File: config.mk
export PLATFORM = sky130hd
export DESIGN_NAME = lcd_timing
export DESIGN_NICKNAME = d
export VERILOG_FILES = /design/src/rtl/lcd_timing.sv
export SDC_FILE = /design/constraint.sdc
export NUM_CORES = 1
export LEC_CHECK = 0
export BUFFER_PORTS_ARGS = -buffer_cell sky130_fd_sc_hd__buf_2
export CAP_MARGIN = 15
export CORE_MARGIN = 5
export CORE_UTILIZATION = 40
export DETAILED_ROUTE_END_ITERATION = 12
export HOLD_SLACK_MARGIN = 0.03
export SYNTH_ARGS = -nofsm -noshare
export SYNTH_HDL_FRONTEND = slang
export SYNTH_SLANG_ARGS = --single-unit
export TNS_END_PERCENT = 10
File: constraint.sdc
create_clock -name clk -period 7.24 [get_ports clk]
set_input_delay 0.724 -clock clk [delete_from_list [all_inputs] [get_ports clk]]
set_output_delay 0.724 -clock clk [all_outputs]
set_load 0.01 [all_outputs]
File: src/rtl/lcd_timing.sv
// Scanline/frame timing for an LCD controller: dot and line counters, PPU mode,
// render/interrupt pulses, and the STAT/LY/LYC bus registers.
module lcd_timing #(
   parameter int DOTS_PER_LINE   = 456,
   parameter int LINES_PER_FRAME = 154,
   parameter int VISIBLE_LINES   = 144,
   parameter int OAM_DOTS        = 80,
   parameter int DRAW_DOTS       = 172
) (
   input  logic        clk,
   input  logic        reset_n,
   input  logic        lcd_enable,
   input  logic [15:0] addr,
   input  logic [7:0]  data_in,
   input  logic        rd,
   input  logic        wr,
   output logic [7:0]  data_out,
   output logic        data_oe,
   output logic        drawline,
   output logic [7:0]  ly,
   output logic [1:0]  mode,
   output logic        vblank_irq,
   output logic        stat_irq
);

   localparam int DOT_W = (DOTS_PER_LINE > 1) ? $clog2(DOTS_PER_LINE) : 1;

   localparam logic [DOT_W-1:0] DOT_LAST   = DOT_W'(DOTS_PER_LINE - 1);
   localparam logic [DOT_W-1:0] DRAW_START = DOT_W'(OAM_DOTS);
   localparam logic [DOT_W-1:0] DRAW_END   = DOT_W'(OAM_DOTS + DRAW_DOTS);
   localparam logic [7:0]       LY_LAST    = 8'(LINES_PER_FRAME - 1);
   localparam logic [7:0]       LY_VBL     = 8'(VISIBLE_LINES);

   localparam logic [15:0] ADDR_STAT = 16'hFF41;
   localparam logic [15:0] ADDR_LY   = 16'hFF44;
   localparam logic [15:0] ADDR_LYC  = 16'hFF45;

   localparam logic [1:0] MODE_HBLANK = 2'd0;
   localparam logic [1:0] MODE_VBLANK = 2'd1;
   localparam logic [1:0] MODE_OAM    = 2'd2;
   localparam logic [1:0] MODE_DRAW   = 2'd3;

   // Registered state (stage 1)
   logic [DOT_W-1:0] dot_p1;
   logic [7:0]       ly_p1;
   logic [1:0]       mode_p1;
   logic             run_p1;
   logic [7:0]       lyc_p1;
   logic [3:0]       ie_p1;
   logic             line_p1;
   logic             draw_p1;
   logic             vbl_p1;
   logic             sirq_p1;
   logic [7:0]       dout_p1;
   logic             doe_p1;

   // Next-state values (stage 0)
   logic [DOT_W-1:0] dot_p0;
   logic [7:0]       ly_p0;
   logic [1:0]       mode_p0;
   logic [7:0]       lyc_p0;
   logic [3:0]       ie_p0;
   logic             line_p0;
   logic             draw_p0;
   logic             vbl_p0;
   logic             rd_hit;
   logic             coin;
   logic [7:0]       rd_val;

   function automatic logic [1:0] mode_of(input logic [DOT_W-1:0] d, input logic [7:0] l);
      logic [1:0] m;
      if (l >= LY_VBL)
         m = MODE_VBLANK;
      else if (d < DRAW_START)
         m = MODE_OAM;
      else if (d < DRAW_END)
         m = MODE_DRAW;
      else
         m = MODE_HBLANK;
      return m;
   endfunction

   assign coin = (ly_p1 == lyc_p1);

   always_comb begin
      dot_p0  = '0;
      ly_p0   = '0;
      mode_p0 = MODE_HBLANK;
      draw_p0 = 1'b0;
      vbl_p0  = 1'b0;
      line_p0 = 1'b0;
      lyc_p0  = lyc_p1;
      ie_p0   = ie_p1;

      if (wr && (addr == ADDR_LYC))
         lyc_p0 = data_in;
      if (wr && (addr == ADDR_STAT))
         ie_p0 = data_in[6:3];

      // The first enabled cycle holds dot 0 / line 0 so it presents as mode 2.
      if (lcd_enable) begin
         if (run_p1) begin
            if (dot_p1 == DOT_LAST) begin
               dot_p0 = '0;
               ly_p0  = (ly_p1 == LY_LAST) ? 8'd0 : ly_p1 + 8'd1;
            end else begin
               dot_p0 = dot_p1 + 1'b1;
               ly_p0  = ly_p1;
            end
         end
         mode_p0 = mode_of(dot_p0, ly_p0);
         draw_p0 = (ly_p0 < LY_VBL) && (dot_p0 == DRAW_START);
         vbl_p0  = (ly_p0 == LY_VBL) && (dot_p0 == '0);
         line_p0 = (ie_p0[3] && (ly_p0 == lyc_p0))
                 | (ie_p0[2] && (mode_p0 == MODE_OAM))
                 | (ie_p0[1] && (mode_p0 == MODE_VBLANK))
                 | (ie_p0[0] && (mode_p0 == MODE_HBLANK));
      end
   end

   always_comb begin
      rd_hit = 1'b0;
      rd_val = 8'h00;
      case (addr)
         ADDR_STAT: begin
            rd_hit = 1'b1;
            rd_val = {1'b1, ie_p1, coin, mode_p1};
         end
         ADDR_LY: begin
            rd_hit = 1'b1;
            rd_val = ly_p1;
         end
         ADDR_LYC: begin
            rd_hit = 1'b1;
            rd_val = lyc_p1;
         end
         default: begin
            rd_hit = 1'b0;
            rd_val = 8'h00;
         end
      endcase
   end

   always_ff @(posedge clk) begin
      if (!reset_n) begin
         dot_p1  <= '0;
         ly_p1   <= '0;
         mode_p1 <= MODE_HBLANK;
         run_p1  <= 1'b0;
         lyc_p1  <= '0;
         ie_p1   <= '0;
         line_p1 <= 1'b0;
         draw_p1 <= 1'b0;
         vbl_p1  <= 1'b0;
         sirq_p1 <= 1'b0;
         dout_p1 <= '0;
         doe_p1  <= 1'b0;
      end else begin
         dot_p1  <= dot_p0;
         ly_p1   <= ly_p0;
         mode_p1 <= mode_p0;
         run_p1  <= lcd_enable;
         lyc_p1  <= lyc_p0;
         ie_p1   <= ie_p0;
         line_p1 <= line_p0;
         draw_p1 <= draw_p0;
         vbl_p1  <= vbl_p0;
         sirq_p1 <= line_p0 & ~line_p1;
         doe_p1  <= rd & ~wr & rd_hit;
         if (rd && !wr && rd_hit)
            dout_p1 <= rd_val;
      end
   end

   assign ly         = ly_p1;
   assign mode       = mode_p1;
   assign drawline   = draw_p1;
   assign vblank_irq = vbl_p1;
   assign stat_irq   = sirq_p1;
   assign data_out   = dout_p1;
   assign data_oe    = doe_p1;

endmodule
---- After elaboration in Yosys (flattened, before gate mapping) ----
Index checks and enable logic that the tools add are counted.
operators by class
  reductions and logical operators ........ 15
  magnitude comparators ................... 4
  add/subtract/negate cells ............... 2
  bitwise operators ....................... 8
  mux-type cells .......................... 16
  equal/unequal tests ..................... 11
operators by type and width
  operator                                                                      count
  16-bit equality test, second input constant                                   3
  8-bit two-way mux                                                             5
  9-bit two-way mux                                                             3
  8-bit one-hot mux with 3 select lines                                         1
  8-bit equality test                                                           2
  8-bit equality test, second input constant                                    2
  1-bit logical AND                                                             10
  9-bit by 1-bit adder with 9-bit output, second input constant                 1
  9-bit by 7-bit equality test with 1-bit output, second input constant         1
  9-bit equality test, second input constant                                    1
  9-bit logical NOT                                                             1
  9-bit by 7-bit less-than comparator with 1-bit output, second input constant  1
  9-bit by 8-bit less-than comparator with 1-bit output, second input constant  1
  8-bit by 1-bit adder with 8-bit output, second input constant                 1
  8-bit >= comparator, second input constant                                    1
  8-bit less-than comparator, second input constant                             1
  2-bit two-way mux                                                             4
  4-bit two-way mux                                                             1
  1-bit bitwise AND                                                             3
  1-bit bitwise OR                                                              3
  3-bit OR reduction                                                            1
  2-bit by 1-bit equality test with 1-bit output, second input constant         1
  2-bit equality test, second input constant                                    1
  2-bit logical NOT                                                             1
  4 further kinds                                                               6
storage, ports and cells
  word-level logic and storage cells ...... 68
  bits in registers ....................... 45
  input bits .............................. 29
  output and inout bits ................... 22

---- Logic depth before layout (Yosys ltp) ----
  word-level depth ........................ 16
  depth in mapped cells ................... 10
  gate-level depth less buffers ........... 9

---- Worst setup path after synthesis ----
No wires, ideal clock.
  path type ............................... input to register
  start ................................... input port addr[1]
  end ..................................... register sirq_p1 (netlist: stat_irq)
  stages on the path ...................... 8
  buffers on the path ..................... 0
  arrival time ............................ 3330 ps
  setup time .............................. 73 ps
  slack ................................... 3838 ps
  data required time ...................... 7167 ps
  cells stage by stage .................... or4_4 -> or4_4 -> nor2_4 -> mux2i_1 -> xnor2_1 -> or4_1 -> o41ai_2 -> nor3b_2
on the way
  cells in the longest elaborated chain, start to end .. 10
  elaborated cells on any way between the ends .. 16
  those cells by class .................... 3 x eq/ne; 3 x mux; 4 x bitwise; 6 x reduce/logical
RTL lines
  what                   RTL line  source
  from (decl)            13        input logic [15:0] addr,
  16-bit equality test   95        if (wr && (addr == ADDR_LYC))
  1-bit logical AND      95
  8-bit two-way mux      95
  8-bit equality test    114       line_p0 = (ie_p0[3] && (ly_p0 == lyc_p0))
  1-bit logical AND      114
  1-bit bitwise OR       115       | (ie_p0[2] && (mode_p0 == MODE_OAM))
  1-bit bitwise OR       116       | (ie_p0[1] && (mode_p0 == MODE_VBLANK))
  1-bit bitwise OR (*)   117       | (ie_p0[0] && (mode_p0 == MODE_HBLANK));
  1-bit two-way mux (*)  101       if (lcd_enable) begin
  1-bit bitwise AND (*)  168       sirq_p1 <= line_p0 & ~line_p1;
  to (signal assigned)   168
  to (decl)              53        logic sirq_p1;
Every way passes the cells marked *; elsewhere a longest branch is shown, timed or not.
A chain may end at the register's enable or synchronous reset.

---- Worst setup path in the final report ----
Same ends and word-level chain as after synthesis.

==> flow_summary.json <==
{
  "status": "finished clean",
  "postRouteAntennaNets": 0,
  "synth_area_um2": 2560,
  "grt_use_met2": 0.259,
  "clock.fmax_ghz": 0.285,
  "worst_pin_slew_ns": 0.675,
  "min_from": "line_p1$_SDFF_PN0_",
  "crit_type": "in2reg",
  "n_antenna_cell": 0,
  "portBuffers": 50,
  "grt_pass1_wl_um": 11400,
  "synth_ff_type": "dfxtp_1",
  "wirelength_um": 6690,
  "p_leak_nw": 1.11,
  "drt_iter0_drc": 163,
  "ir_worst_vdd_v": 0.000100,
  "grtUsageTotal": 0.165,
  "ys_warn_count": 0,
  "place.gp.congestion": 0.818,
  "synth_edf_count": 0,
  "yosysTopAreaCell": "dfxtp_1",
  "hold_buffers": 0,
  "tns_ns": 0,
  "hp-class": "reg2reg",
  "grt-busiest-layer": "met2",
  "antenna_found_initial": 0,
  "synth_compound_area_frac": 0.143,
  "cp_data_arrival_time_ns": 3.75,
  "cp.required_ns": 7.48,
  "syn_nets": 348,
  "end_kind": "register",
  "synthCells": 316,
  "hold_viol": 0,
  "grt_pass1_vias": 2275,
  "synth.distinct_cells": 54,
  "met3_usage": 0.0317,
  "setup_viol": 0,
  "wire_per_inst_um": 15.4,
  "reg2reg_depth": 9,
  "grt_overflow": 0,
  "clockRootBuffer": "clkbuf_8",
  "slew-limit-headroom": 0.549,
  "finalCriticalPeriod_ns": 3.50,
  "rsz0062_at_grt": "no",
  "min_path_cells": 1,
  "startpoint_type": "input pin",
  "clkSlewWorstSetupHoldPaths_ns": 0.10,
  "slew_violations": 0,
  "preCtsSetupSlack_ns": 3.40,
  "rr_endpoint": "stat_irq$_SDFF_PN0_",
  "drive_gt1_frac": 0.213,
  "detail_route.vias_per_cell": 5.45,
  "r2r_setup_slack_ns": 3.96,
  "drt_first_pass_iters": 4,
  "cp-startpoint": "addr[1]",
  "core_area_um2": 6280,
  "synthTopCellsByArea": "dfxtp_1, nor2_1, xnor2_1",
  "die_w_um": 90.1,
  "synth_top_area_frac": 0.351,
  "r2r-start": "dot_p1[0]$_SDFF_PN0_",
  "synthToLayoutAreaGrowth_pct": 14.5,
  "fillerInstances": 644,
  "post_cts_buffers": 0,
  "synth_async_sr_flop_share": 0,
  "power.density_nw_per_um2": 149,
  "grt.met1_usage": 0.234,
  "avgSynthCellArea_um2": 8.12,
  "cts_tree": "yes",
  "fin_skew_ns": 0.0115,
  "synth_xor_area_frac": 0.0888,
  "cts_repair_resize_count": 0,
  "numCtsBuffers": 5,
  "period_share": 0.484,
  "crit_path_cell_trace": "buf_2 > or4_4 > or4_4 > nor2_4 > mux2i_1 > xnor2_1 > or4_1 > o41ai_2 > nor3b_2",
  "io_pins": 51,
  "nets": 388,
  "ys_seq_area_frac": 0.351,
  "dieHeight_um": 90.1,
  "synth_mux_area_frac": 0.0741,
  "drc": 0,
  "path_max_fanout": 11,
  "slowest_delay_ns": 0.64,
  "clockBufferDepth": 2,
  "crit_slowest_cell": "or4_4",
  "grt_start_max_net_pins": 22,
  "synth_adder_area_share": 0.0146,
  "rows": 29,
  "cts.sinks": 45,
  "synth-simple-area-share": 0.289,
  "die-area_um2": 8110,
  "dp_hpwl_um": 5130,
  "whs_endpoint": "stat_irq$_SDFF_PN0_",
  "cpMostUsedCell": "or4_4",
  "routed-via-count": 2366,
  "start_util": 0.409,
  "fin_ws_ns": 3.74,
  "synth_seq_cells": 45,
  "cts-htree-levels": 2,
  "maxCapViolCount": 0,
  "synth_top_family_by_area": "simple AND/OR/NAND/NOR gates",
  "clock_latency_ns": 0.30
}
-- worst max-delay path, delay by kind of cell --
family / cells / cell delay [ns]
AO/OA/AOI/OAI: 1 / 0.30
XOR/XNOR: 1 / 0.11
buffers and inverters: 1 / 0.10
multiplexers: 1 / 0.34
AND/OR/NAND/NOR: 5 / 2.16
-- power by group --
group          switching (mW)  internal (mW)
sequential            0.00141          0.248
combinational          0.0133        0.00879
clock                  0.0950         0.0698
-- worst max path at each step --
stage | end | depth (start not counted)
after floorplan | stat_irq$_SDFF_PN0_ | 8
after global placement | stat_irq$_SDFF_PN0_ | 9
after detailed placement | stat_irq$_SDFF_PN0_ | 9
after CTS | stat_irq$_SDFF_PN0_ | 9
after global routing | stat_irq$_SDFF_PN0_ | 9
final | stat_irq$_SDFF_PN0_ | 9
-- registers in the layout, summed over array words and instances (netlist names) --
name        count
data_oe         1
data_out        8
stat_irq        1
lyc_p1          8
ly              8
vblank_irq      1
mode            2
dot_p1          9
drawline        1
ie_p1           4
line_p1         1
run_p1          1
-- cells by family after synthesis --
| kind of cell | count (synthesis) |
|---|---|
| muxes | 18 |
| AOI/OAI and AO/OA | 56 |
| adders and majority gates | 3 |
| buffers and inverters | 25 |
| and+or+nand+nor | 143 |
| DFF | 45 |
| xor gates and xnor gates | 26 |
-- synthesized netlist by cell type (7+ instances only) --
cell type	number
nor2_1	46
dfxtp_1	45
nand2_1	27
a21oi_1	21
xnor2_1	19
clkbuf_1	17
nand3_1	14
nor3_1	12
mux2i_1	10
and3_1	9
mux2_2	8
xor2_1	7
-- routing by layer --
layer | share of wire | up-vias
li1 | - | 1203
met1 | 0.48 | 1091
met2 | 0.46 | 63
met3 | 0.051 | 9
met4 | 0.011 | 0
met5 | 0 | -
-- final cells by class --
class	instances	area [µm²]	area share
sequential	45	901	0.307
multi-input combinational	246	1560	0.532
inverter	7	26.3	0.00894
tap	77	96.3	0.0328
clock buffer	5	68.8	0.0234
timing repair buffer	51	258	0.0877
clock inverter	3	25.0	0.00852
-- per-stage QoR --
stage,util,cell area (µm²),std cells,hold slack (ns),power (mW)
6_report,0.468,2940,434,0.404,0.436
5_1_grt,0.468,2940,434,0.428,0.455
4_1_cts,0.467,2930,433,0.410,0.441
3_5_place_dp,0.452,2840,425,0.398,0.277
3_3_place_gp,0.452,2840,425,0.410,0.277
2_1_floorplan,-,2560,316,0.390,0.266
-- cells in the final DEF, fill, tap and decap left out, types with 3 or more instances in the layout --
master / n
a211oi_1: 5
a21oi_1: 21
a31oi_1: 3
and2_1: 4
and3_1: 9
and4_1: 3
buf_2: 50
clkbuf_8: 5
dfxtp_1: 45
ha_1: 3
inv_1: 6
mux2_2: 8
mux2i_1: 10
nand2_1: 27
nand3_1: 14
nand4_1: 5
nor2_1: 46
nor3_1: 12
nor4_1: 5
o21ai_0: 5
o21ai_1: 4
o31ai_1: 3
xnor2_1: 19
xor2_1: 7
(Power assumes the default switching activity.)
